### src/rtl/timer_wb_arb_pkg.sv
`default_nettype none
// +----------------------------------------------------------------------------+
// | Module      : timer_wb_arb_pkg                                             |
// | Description : Shared types and constants for the timer Wishbone arbiter.   |
// |               MAX_MASTERS bounds NUM_MASTERS; IDX_W is the width of a      |
// |               master index (grant index, rr pointer, timeout_id_o).        |
// | Revision    : 1.0  initial release                                         |
// +----------------------------------------------------------------------------+
package timer_wb_arb_pkg;

  localparam int MAX_MASTERS = 8;
  localparam int IDX_W       = 3;

  typedef enum logic [0:0] {
    IDLE  = 1'b0,
    GRANT = 1'b1
  } arb_state_e;

endpackage
`default_nettype wire

### src/rtl/timer_wb_rr_pick.sv
`default_nettype none
// +----------------------------------------------------------------------------+
// | Module      : timer_wb_rr_pick                                             |
// | Description : Combinational round-robin picker. Finds the first set bit   |
// |               of req searching upward from ptr+1, wrapping at NUM_MASTERS.|
// | Ports       : req [NUM_MASTERS] request vector                             |
// |               ptr [IDX_W]       index of the last granted master           |
// |               gnt [NUM_MASTERS] one-hot winner (0 when no request)         |
// |               idx [IDX_W]       index of the winner                        |
// |               vld               at least one request present               |
// | Revision    : 1.0  initial release                                         |
// +----------------------------------------------------------------------------+
module timer_wb_rr_pick
  import timer_wb_arb_pkg::*;
#(
  parameter int NUM_MASTERS = 2
) (
  input  logic [NUM_MASTERS-1:0] req,
  input  logic [IDX_W-1:0]       ptr,
  output logic [NUM_MASTERS-1:0] gnt,
  output logic [IDX_W-1:0]       idx,
  output logic                   vld
);

  logic [IDX_W:0]          w_start;
  logic [NUM_MASTERS-1:0]  w_mask;
  logic [2*NUM_MASTERS-1:0] w_dbl;

  // The low copy of req only keeps requesters at or above ptr+1; the high
  // copy is unmasked and supplies the wrapped-around candidates. The lowest
  // set bit of the doubled vector is therefore the round-robin winner.
  always_comb begin
    w_start = {1'b0, ptr} + {{IDX_W{1'b0}}, 1'b1};
    for (int i = 0; i < NUM_MASTERS; i++) begin
      w_mask[i] = ((IDX_W+1)'(i) >= w_start);
    end
    w_dbl = {req, req & w_mask};

    gnt = '0;
    idx = '0;
    vld = 1'b0;
    for (int j = 2*NUM_MASTERS-1; j >= 0; j--) begin
      if (w_dbl[j]) begin
        vld                   = 1'b1;
        idx                   = IDX_W'(j % NUM_MASTERS);
        gnt                   = '0;
        gnt[j % NUM_MASTERS]  = 1'b1;
      end
    end
  end

endmodule
`default_nettype wire

### src/rtl/timer_wb_arb.sv
`default_nettype none
// +----------------------------------------------------------------------------+
// | Module      : timer_wb_arb                                                 |
// | Description : Round-robin Wishbone B4 arbiter sharing one timer slave     |
// |               between NUM_MASTERS masters, with a per-beat ACK watchdog.  |
// |               TIMEOUT_CYC = 0 disables the watchdog; otherwise it must    |
// |               satisfy TIMEOUT_CYC < 2**TO_W.                               |
// | Ports       : wb_clk_i / wb_rst_i    clock, async active-high reset       |
// |               m_*_i                  packed master requests (slice i)     |
// |               m_dat_o                slave read data, broadcast           |
// |               m_ack_o / m_err_o      per-master responses                 |
// |               s_*_o / s_*_i          slave side                           |
// |               gnt_o                  one-hot registered grant             |
// |               timeout_o              1-cycle pulse after watchdog expiry  |
// |               timeout_id_o           master index of the last expiry      |
// | Revision    : 1.0  initial release                                         |
// +----------------------------------------------------------------------------+
module timer_wb_arb
  import timer_wb_arb_pkg::*;
#(
  parameter int NUM_MASTERS = 2,
  parameter int TIMEOUT_CYC = 16,
  parameter int TO_W        = 8
) (
  input  logic                      wb_clk_i,
  input  logic                      wb_rst_i,
  input  logic [NUM_MASTERS*32-1:0] m_adr_i,
  input  logic [NUM_MASTERS*32-1:0] m_dat_i,
  input  logic [NUM_MASTERS*4-1:0]  m_sel_i,
  input  logic [NUM_MASTERS-1:0]    m_we_i,
  input  logic [NUM_MASTERS-1:0]    m_stb_i,
  input  logic [NUM_MASTERS-1:0]    m_cyc_i,
  output logic [31:0]               m_dat_o,
  output logic [NUM_MASTERS-1:0]    m_ack_o,
  output logic [NUM_MASTERS-1:0]    m_err_o,
  output logic [31:0]               s_adr_o,
  output logic [31:0]               s_dat_o,
  output logic [3:0]                s_sel_o,
  output logic                      s_we_o,
  output logic                      s_stb_o,
  output logic                      s_cyc_o,
  input  logic [31:0]               s_dat_i,
  input  logic                      s_ack_i,
  input  logic                      s_err_i,
  output logic [NUM_MASTERS-1:0]    gnt_o,
  output logic                      timeout_o,
  output logic [2:0]                timeout_id_o
);

  localparam bit              c_wd_en   = (TIMEOUT_CYC > 0);
  localparam logic [TO_W-1:0] c_to_last = TO_W'((TIMEOUT_CYC > 0) ? TIMEOUT_CYC - 1 : 0);
  localparam logic [IDX_W-1:0] c_ptr_rst = IDX_W'(NUM_MASTERS - 1);

  arb_state_e             r_state;
  logic [NUM_MASTERS-1:0] r_gnt;
  logic [IDX_W-1:0]       r_gnt_idx;
  logic [IDX_W-1:0]       r_ptr;
  logic [TO_W-1:0]        r_to_cnt;
  logic                   r_to_block;
  logic                   r_timeout;
  logic [IDX_W-1:0]       r_timeout_id;

  logic [NUM_MASTERS-1:0] w_pick_gnt;
  logic [IDX_W-1:0]       w_pick_idx;
  logic                   w_pick_vld;

  logic [31:0]            w_adr;
  logic [31:0]            w_dat;
  logic [3:0]             w_sel;
  logic                   w_we;
  logic                   w_stb;
  logic                   w_cyc;
  logic                   w_stb_gated;
  logic                   w_resp;
  logic                   w_expire;
  logic                   w_ack_fwd;
  logic                   w_err_fwd;

  timer_wb_rr_pick #(
    .NUM_MASTERS (NUM_MASTERS)
  ) u_pick (
    .req (m_cyc_i),
    .ptr (r_ptr),
    .gnt (w_pick_gnt),
    .idx (w_pick_idx),
    .vld (w_pick_vld)
  );

  // One-hot mux driven by the registered grant. With r_gnt all-zero (IDLE or
  // reset) every slave-side signal is 0, so reset drops STB/CYC immediately.
  always_comb begin
    w_adr = '0;
    w_dat = '0;
    w_sel = '0;
    w_we  = 1'b0;
    w_stb = 1'b0;
    w_cyc = 1'b0;
    for (int i = 0; i < NUM_MASTERS; i++) begin
      if (r_gnt[i]) begin
        w_adr = m_adr_i[32*i +: 32];
        w_dat = m_dat_i[32*i +: 32];
        w_sel = m_sel_i[4*i +: 4];
        w_we  = m_we_i[i];
        w_stb = m_stb_i[i];
        w_cyc = m_cyc_i[i];
      end
    end
  end

  assign w_stb_gated = w_stb & ~r_to_block;
  assign w_resp      = s_ack_i | s_err_i;
  // A response arriving in the expiry cycle wins over the timeout.
  assign w_expire    = c_wd_en & w_stb_gated & ~w_resp & (r_to_cnt == c_to_last);
  // After a timeout, a late response for the abandoned beat is swallowed.
  assign w_ack_fwd   = s_ack_i & ~r_to_block;
  assign w_err_fwd   = (s_err_i & ~r_to_block) | w_expire;

  assign s_adr_o      = w_adr;
  assign s_dat_o      = w_dat;
  assign s_sel_o      = w_sel;
  assign s_we_o       = w_we;
  assign s_cyc_o      = w_cyc;
  assign s_stb_o      = w_stb_gated;
  assign m_dat_o      = s_dat_i;
  assign m_ack_o      = r_gnt & {NUM_MASTERS{w_ack_fwd}};
  assign m_err_o      = r_gnt & {NUM_MASTERS{w_err_fwd}};
  assign gnt_o        = r_gnt;
  assign timeout_o    = r_timeout;
  assign timeout_id_o = r_timeout_id;

  // Arbitration FSM: grant is registered, held until the owner drops CYC,
  // and always followed by one IDLE cycle before the next grant.
  always_ff @(posedge wb_clk_i or posedge wb_rst_i) begin
    if (wb_rst_i) begin
      r_state   <= IDLE;
      r_gnt     <= '0;
      r_gnt_idx <= '0;
      r_ptr     <= c_ptr_rst;
    end else begin
      case (r_state)
        IDLE: begin
          if (w_pick_vld) begin
            r_state   <= GRANT;
            r_gnt     <= w_pick_gnt;
            r_gnt_idx <= w_pick_idx;
            r_ptr     <= w_pick_idx;
          end
        end
        GRANT: begin
          if (!w_cyc) begin
            r_state <= IDLE;
            r_gnt   <= '0;
          end
        end
        default: begin
          r_state <= IDLE;
          r_gnt   <= '0;
        end
      endcase
    end
  end

  // Watchdog: counts unanswered strobe cycles of the current beat.
  always_ff @(posedge wb_clk_i or posedge wb_rst_i) begin
    if (wb_rst_i) begin
      r_to_cnt     <= '0;
      r_to_block   <= 1'b0;
      r_timeout    <= 1'b0;
      r_timeout_id <= '0;
    end else begin
      r_timeout <= 1'b0;
      if (r_state != GRANT || !w_cyc) begin
        r_to_cnt   <= '0;
        r_to_block <= 1'b0;
      end else if (w_expire) begin
        r_to_cnt     <= '0;
        r_to_block   <= 1'b1;
        r_timeout    <= 1'b1;
        r_timeout_id <= r_gnt_idx;
      end else if (r_to_block) begin
        r_to_cnt <= '0;
        // The abandoned beat ends once the master withdraws its strobe.
        if (!w_stb) begin
          r_to_block <= 1'b0;
        end
      end else if (c_wd_en && w_stb && !w_resp) begin
        r_to_cnt <= r_to_cnt + TO_W'(1);
      end else begin
        r_to_cnt <= '0;
      end
    end
  end

endmodule
`default_nettype wire

### config.mk
export PLATFORM = sky130hd
export DESIGN_NAME = timer_wb_arb
export DESIGN_NICKNAME = d
export VERILOG_FILES = /design/src/rtl/timer_wb_arb_pkg.sv /design/src/rtl/timer_wb_rr_pick.sv /design/src/rtl/timer_wb_arb.sv
export SDC_FILE = /design/constraint.sdc
export NUM_CORES = 1
export LEC_CHECK = 0
export ABC_AREA = 1
export ABC_CLOCK_PERIOD_IN_PS = 1290
export BUFFER_PORTS_ARGS = -buffer_cell sky130_fd_sc_hd__buf_2
export CAP_MARGIN = 10
export CORE_AREA = 2 2 111 113
export CTS_CLUSTER_SIZE = 40
export DETAILED_ROUTE_END_ITERATION = 10
export DIE_AREA = 0 0 113 115
export PLACE_DENSITY = 0.49
export SETUP_SLACK_MARGIN = 0.15
export SKIP_LAST_GASP = 1
export SLEW_MARGIN = 20
export SYNTH_ARGS = -nofsm -noshare
export SYNTH_HDL_FRONTEND = slang
export SYNTH_SLANG_ARGS = --single-unit
### constraint.sdc
create_clock -name wb_clk_i -period 1.29 [get_ports wb_clk_i]
set_clock_uncertainty 0.15 [all_clocks]
set_input_delay 0.0645 -clock wb_clk_i [delete_from_list [all_inputs] [get_ports wb_clk_i]]
set_output_delay 0.0645 -clock wb_clk_i [all_outputs]
set_load 0.05 [all_outputs]
==> run summary, run 1 <==
The tools report the worst slack at placement as -0.446 ns. The maximum clock path buffer count was 2; the setup slack of the most critical reg-to-reg path was -0.30 ns. The tools report the max-cap violation count as 0. Tracing the worst setup path back leads to its startpoint at gnt_o[0]. The worst setup path is captured at an output pin. The post-CTS clock slew at the launch and capture registers of the worst setup and hold paths was 0.05 ns. For this design the ratio of total power to cell area is 2690 nW/um2. For this run, the total global-route usage over all layers was measured as 16.1%. In this run, synthesis produced a sequential element count of 16.

The final worst slack is -0.458 ns, and the initial core utilization is 15.1%. Walking the worst path, the cells encountered are nand2_8 > buf_12 > inv_8 > buf_6 > a22o_4 > buf_12. Dividing the final minimum period by the clock period gives 135%. The clock buffer count from CTS was 3. The tools report the total number of vias as 2845. Measured against its own limit, the worst slew margin works out to 61.9%. The sum of internal, switching and leakage power came out at 14.2 mW. In this run the critical register-to-register path is captured at r_to_cnt[4]. The tools report the final design utilization as 44.6%. The most repeated library cell on the critical path was buf_12.

Setup violations remaining at the end of the flow were counted as 91. Number of pins with negative max-slew slack in the final report: 0. Adding up every negative setup slack in the final design gives -34.48 ns.

The per-instance average area after synthesis came out at 7.70 um2. Kind of path behind the tightest hold check: input pin to flip-flop. The analysis attributes to cell leakage a power of 2.83 nW. Counting every instance in the synthesized netlist gives 231.

The die is 115 um tall. On the final layout, the worst hold slack is 0.0184 ns. The startpoint identified for the worst register-to-register timing path is r_to_cnt[0]. The worst path in the final design needs a cycle of 1.75 ns, including I/O delays and setup. Cell type of the slowest stage on the worst timing path: dfrtp_2. The run gives 1 as the CTS H-tree depth. The clock tree root buffer cell is clkbuf_16.

The sequential area share after synthesis came out at 22.6%. The total count of hold-check failures in the final report was 0. IR analysis of the VDD net gives a maximum drop of 1.34 mV. The floorplan step set the die width to 113 um.

Data on the critical path arrives at its endpoint at 1.53 ns. The run finished, with violations left. The initial antenna violation count is 0.

The setup path with the least slack is of type flip-flop to output pin. The count of buffers added on input and output ports is 224. Setup repair after global routing could not meet its margin everywhere. The logs give 200 for the detailed router's first-iteration violation count and 572 MHz for the upper clock frequency limit.

Registers take 404 um2. The area enclosed by the die boundary was 13000 um2; the maximum fanout along the worst path was 5. Once detail routing completed, the nets flagged for antenna violations numbered 0.

The via density per instance was 4.40. In this run the core area contains 40 standard-cell rows. The number of antenna diodes in the final layout is 0. The first global-routing pass estimated 16100 um of wire. The count of different cell masters after synthesis was 24; the largest net degree at the start of global routing was 53. The number of global-route vias before repair is 2885. Final-layout fill cell count: 1084. The remaining routing DRC violations came out at 20. Yosys printed 0 warnings.

The final reports fail on design-rule violations, negative setup slack. The pin slew with the least headroom to its limit works out to 0.574 ns. In this run the count of I/O pins placed on the die edge is 291.

The largest single stage delay on the critical path is 0.48 ns. The area growth from synthesis to layout works out to 196%. The wire-length estimate of the detail-placed layout is 8650 um. STA classifies the critical path startpoint as a flip-flop. The depth of the worst register-to-register path was 7. In the final routed layout, each cell accounts on average for 18.6 um. The count of clock tree sinks was 16; the cell depth of the worst min-delay path was 4. For this run the aggregate overflow at the end of global routing stands at 0. The mapped netlist covers 1780 um2. TritonCTS built the clock tree.

The placeable core region is 11800 um2, and the endpoint required time on the critical path is 1.08 ns. Clock latency on the worst-skew pair, taken at its later pin, is 0.25 ns. The worst setup path endpoint is s_dat_o[9]. The congestion estimate from routability-driven global placement came to 0.803. The post-route netlist has 78.0% of its cells at a drive strength greater than 1. The total area of multi-input combinational cells came out at 1630 um2. The first detailed-routing pass ran for 7 iterations. The routed design has 12000 um of wire.

The run gives 679 as the number of nets at the end of the flow.
## per-layer routing
layer	up-vias	routed length [um]	track usage, %
li1	1332	-	-
met1	1337	4630	19.7
met2	162	5830	27.1
met3	14	1260	5.69
met4	0	270	4.15
met5	-	0	0
## synthesized netlist by cell type, drive strengths merged
library cell	n	area, um2
nor2	24	92.6
nand3	9	55.1
xnor2	2	17.5
a21oi	1	5.00
buf	42	310
dfstp	1	26.3
conb	1	3.75
xor2	2	17.5
o21ai	6	30.0
and2	1	6.26
nor3	2	10.0
dfrtp	15	375
clkbuf	8	30.0
ha	1	12.5
nand2	27	104
nand4	1	6.26
inv	19	71.3
a22o	69	604
## cells in the final DEF, fill, tap and decap left out, types with 2 or more instances in the layout
master and count:
buf_6 55, buf_2 147, dlygate4sd3_1 14, inv_4 2, a22o_2 15, nand3_4 2, nor2_2 5, buf_12 26
dfrtp_1 13, a22o_4 54, dfrtp_2 2, nand2_2 4, dlymetal6s4s_1 21, nor3_4 2, nand3_1 5, nand2_1 19
conb_1 2, nor2_1 12, buf_16 3, buf_8 18, nand2_4 3, o21ai_0 4, xnor2_1 2, nand3_2 2
nor2_4 7, buf_4 28, clkbuf_16 3, inv_1 13, xor2_1 2
## cell type report
cell class / count / area share (%)
Inverter: 19 / 1.93
Timing Repair inverter: 1 / 0.214
Tap cell: 147 / 3.49
Multi-Input combinational cell: 147 / 31.0
Clock buffer: 4 / 1.69
Timing Repair Buffer: 312 / 54.0
Sequential cell: 16 / 7.68
## worst max-delay path, delay by kind of cell (launching register included)
| family | cells | cell delay (ns) |
|---|---|---|
| AOI/OAI and AO/OA | 1 | 0.24 |
| buffers and inverters | 4 | 0.43 |
| DFF | 1 | 0.48 |
| and+or+nand+nor | 1 | 0.14 |
## how the worst min path moves through the flow
stage | slack, ns | endpoint | from
final | 0.02 | r_ptr[0] | m_cyc_i[0]
after global routing | 0.07 | r_ptr[0] | m_cyc_i[0]
after CTS | 0.02 | r_ptr[0] | m_cyc_i[0]
after detailed placement | -0.06 | timeout_id_o[0] | wb_rst_i
after global placement | -0.06 | timeout_o | wb_rst_i
after floorplan | -0.17 | r_gnt_idx[0] | wb_rst_i
## logic make-up after synthesis
family	Yosys count	synth area share, %
AOI/OAI and AO/OA	76	36.0
buffers and inverters	69	23.2
and+or+nand+nor	64	15.4
DFF	16	22.6
xor gates and xnor gates	4	1.97
adders and majority gates	1	0.704
other	1	0.211
## flip-flops by register name, summed over array words and instances (netlist names)
signal and cells:
gnt_o 2, r_to_cnt 8, timeout_o 1, r_gnt_idx 1, r_to_block 1, timeout_id_o 1
r_ptr 1, r_state 1
## power breakdown
group / internal (mW) / total [mW] / switching, mW
registers: 0.598 / 0.720 / 0.121
clock network: 0.471 / 0.666 / 0.195
logic: 5.75 / 12.8 / 7.03
total: 6.82 / 14.2 / 7.35
## through the flow
| step | instances | cell area [um2] |
|---|---|---|
| after floorplan | 232 | 2200 |
| after global placement | 587 | 3710 |
| after detailed placement | 587 | 3710 |
| after CTS | 642 | 5100 |
| after global routing | 646 | 5260 |
| final | 646 | 5260 |
## timing repair
action / in CTS / in global routing
cloned: 5 / 0
hold buffers: 35 / 0
pin swaps: 16 / 8
buffers inserted: 11 / 4
resized for setup: 206 / 40
setup endpoints to repair: 91 / 112
endpoints found under the hold margin: 52 / 0
Note: power is estimated with default switching activity, not from simulation.
==> run 2, diff against run 1 <==
--- a/config.mk
+++ b/config.mk
@@ -6,15 +6,17 @@
 export NUM_CORES = 1
 export LEC_CHECK = 0
 export ABC_AREA = 1
-export ABC_CLOCK_PERIOD_IN_PS = 1290
+export ABC_CLOCK_PERIOD_IN_PS = 1800
 export BUFFER_PORTS_ARGS = -buffer_cell sky130_fd_sc_hd__buf_2
 export CAP_MARGIN = 10
-export CORE_AREA = 2 2 111 113
+export CORE_AREA = 2 2 112 114
 export CTS_CLUSTER_SIZE = 40
 export DETAILED_ROUTE_END_ITERATION = 10
-export DIE_AREA = 0 0 113 115
-export PLACE_DENSITY = 0.49
+export DIE_AREA = 0 0 114 116
+export HOLD_SLACK_MARGIN = 0.05
+export PLACE_DENSITY = 0.46
 export SETUP_SLACK_MARGIN = 0.15
+export SKIP_CTS_REPAIR_TIMING = 1
 export SKIP_LAST_GASP = 1
 export SLEW_MARGIN = 20
 export SYNTH_ARGS = -nofsm -noshare
==> constraint.sdc (replaced) <==
create_clock -name wb_clk_i -period 1.8 [get_ports wb_clk_i]
set_clock_uncertainty 0.15 [all_clocks]
set_input_delay 0.09 -clock wb_clk_i [delete_from_list [all_inputs] [get_ports wb_clk_i]]
set_output_delay 0.09 -clock wb_clk_i [all_outputs]
set_load 0.05 [all_outputs]
==> run 2 against run 1 <==
Against the previous run:
- the run now ends clean
- combinational power decreased by 40%
- global-route usage decreased by 4.8 points
- sequential share of layout area increased by 1.6 points
- routed wire length decreased by 4.7%
- critical endpoint is now m_err_o[0]
- via count decreased by 4.6%
- register-to-register slack improved by 0.53 ns
==> run summary, run 2 (synthesis results as in run 1) <==
The first global-routing pass estimated 11600 um of wire. The tools report the capturing element type of the critical path as an output pin. Static timing analysis puts the maximum clock frequency at 560 MHz. At the later pin of the worst-skew pair, clock insertion delay measures 0.24 ns. The largest net degree at the start of global routing is 54, and the number of global-route vias before repair is 2164. Worst IR drop on VDD: 0.824 mV.

The library cell used most frequently in the layout, excluding fill and tap cells, is buf_2. The tools report the final instance count without filler cells as 618. The run finished with clean final reports. Along the worst path, the maximum fanout reaches 3.

The first detailed-routing pass took 4 iterations. The floorplan step set the die height to 116 um. Row generation in the floorplan step produced 40 rows. The total power divided by cell area came out at 1990 nW/um2. Once the floorplan was initialized, standard cells occupied 14.9% of the core. The logs give 0 for the total count of hold-check failures in the final report and 291 for the boundary pin count.

The setup check on the worst reg-to-reg path leaves a slack of 0.23 ns. Of the total power, combinational logic draws 88.8%. The max-cap violation count was 0; the clock period minus final worst setup slack was 1.79 ns. The x dimension of the die is 114 um, and the clock network fraction of design power is 5.4%. In the global route stage, overall resource usage came out at 11.3%. The via density per instance works out to 4.39.

Leaving out fill and tap cells, the most frequent cells in the layout are buf_2 (151), a22o_2 (61), buf_6 (38). Of the available clock period, the critical path in the final layout requires 99.2%. The clock passes through at most 2 buffers. In this run the cell area measured after placement is 3080 um2. From synthesis to final layout, the design area changed by 144%. At the pin with the least slew margin, the transition time is 0.610 ns. The tools report the residual antenna-violating net count after detailed routing as 0. The number of antenna diodes in the final layout is 0. Clock tree synthesis inserted a total of 3 buffers. The worst hold path belongs to the class input pin to flip-flop. Sequential cells account for 5.8% of the total power. Dividing the detail-routed wire length by the instance count gives 18.5 um. Summed over all layers, the global routing overflow is 0. The routed design has 11400 um of wire. The number of flip-flops under the largest register name is 8.

The type of the worst setup path was flip-flop to output pin. The worst pin sits at a relative slew slack of 59.3%. The internal portion of the total power is 3.83 mW. The sum of internal, switching and leakage power was 8.66 mW; the remaining routing DRC violations was 0. The final route contains 2713 vias.

For this design the total switching power over the nets is 4.83 mW. The initial antenna violation count was 0; the area enclosed by the die boundary was 13200 um2. The logs give 0.798 for the weighted congestion at the end of routability-driven global placement and 7630 um for the half-perimeter wire length after detailed placement. Setup violations remaining at the end of the flow were counted as 0. The register with the most flip-flops in the final layout is r_to_cnt.

The endpoint required time on the critical path was 1.56 ns; the worst slack at placement was 0.0594 ns. The number of nets at the end of the flow is 651, and the switching power as a share of total power is 55.8%. Setup repair after global routing could not meet its margin everywhere. The post-CTS clock slew at the launch and capture registers of the worst setup and hold paths was 0.05 ns. The number of pins with negative max-slew slack in the final report is 0. Startpoint kind of the worst setup timing path: a flip-flop. Clock tree synthesis selected as its root buffer the cell clkbuf_16. In this run the tool buffered the top-level ports with 224 buffer cells. For the count of clock tree sinks, the log shows 16.

Cells with a size suffix above 1 make up 74.1% of the layout. The reported leakage power is 2.24 nW. After floorplanning, the core was sized to cover 11900 um2. Across all hold checks on the routed design, the worst slack comes to 0.176 ns.

The tools report the CTS H-tree depth as 1. The finished cells cover 4340 um2. Setup slack on the critical path of the routed design comes to 0.0143 ns. TritonCTS built the clock tree. The data arrival time of the worst path was 1.55 ns. The detailed router's first-iteration violation count is 68, and the count of placed standard cells including taps is 560.
## run 2: worst max-delay path: stages, from the launching register on
cell and delay, ns:
dfrtp_1 0.41, ha_4 0.17, nand2_4 0.05, nor2_4 0.11
nand3_2 0.10, nor2_4 0.15, nor2_4 0.07, nor2_4 0.09
buf_8 0.15
## run 2: path summary, 6_finish.rpt
| path | startpoint | endpoint | cells after the start |
|---|---|---|---|
| max | r_to_cnt[0] | m_err_o[0] | 8 |
| max in group asynchronous | wb_rst_i | gnt_o[0] | 3 |
| min in group asynchronous | wb_rst_i | timeout_id_o[0] | 3 |
| min | s_err_i | timeout_o | 6 |
| min reg2reg | r_gnt_idx[0] | r_gnt_idx[0] | 2 |
| max reg2reg | r_to_cnt[0] | r_to_cnt[4] | 7 |
## run 2: layout make-up
class | count | area (um2)
Fill cell | 1234 | 7570
Tap cell | 147 | 184
Timing Repair Buffer | 285 | 2350
Sequential cell | 16 | 404
Clock buffer | 4 | 88.8
Multi-Input combinational cell | 147 | 1230
Inverter | 19 | 86.3
## run 2: through the flow
step | util [%] | setup TNS (ns)
2_1_floorplan | - | 0
3_3_place_gp | 25.8 | 0
3_5_place_dp | 25.8 | 0
4_1_cts | 26.6 | -4.25
5_1_grt | 36.5 | -0.125
6_report | 36.5 | 0
## run 2: power by group through the flow
| stage | Sequential, mW | Clock, mW | Combinational (mW) |
|---|---|---|---|
| after global routing | 0.514 | 0.496 | 7.99 |
| after detailed placement | 0.510 | 0 | 5.63 |
| after floorplan | 0.550 | 0 | 4.34 |
| final | 0.503 | 0.469 | 7.69 |
| after global placement | 0.505 | 0 | 5.62 |
| after CTS | 0.504 | 0.483 | 5.65 |
## run 2: routing by layer
layer / part of all wire, % / wire [um] / GRT usage (%) / vias to the layer above
met5: 0 / 0 / 0 / -
met1: 42 / 4760 / 14.9 / 1282
met4: 1.1 / 126 / 2.28 / 0
met2: 49 / 5580 / 17.7 / 148
met3: 8.5 / 967 / 4.55 / 12
li1: - / - / - / 1271
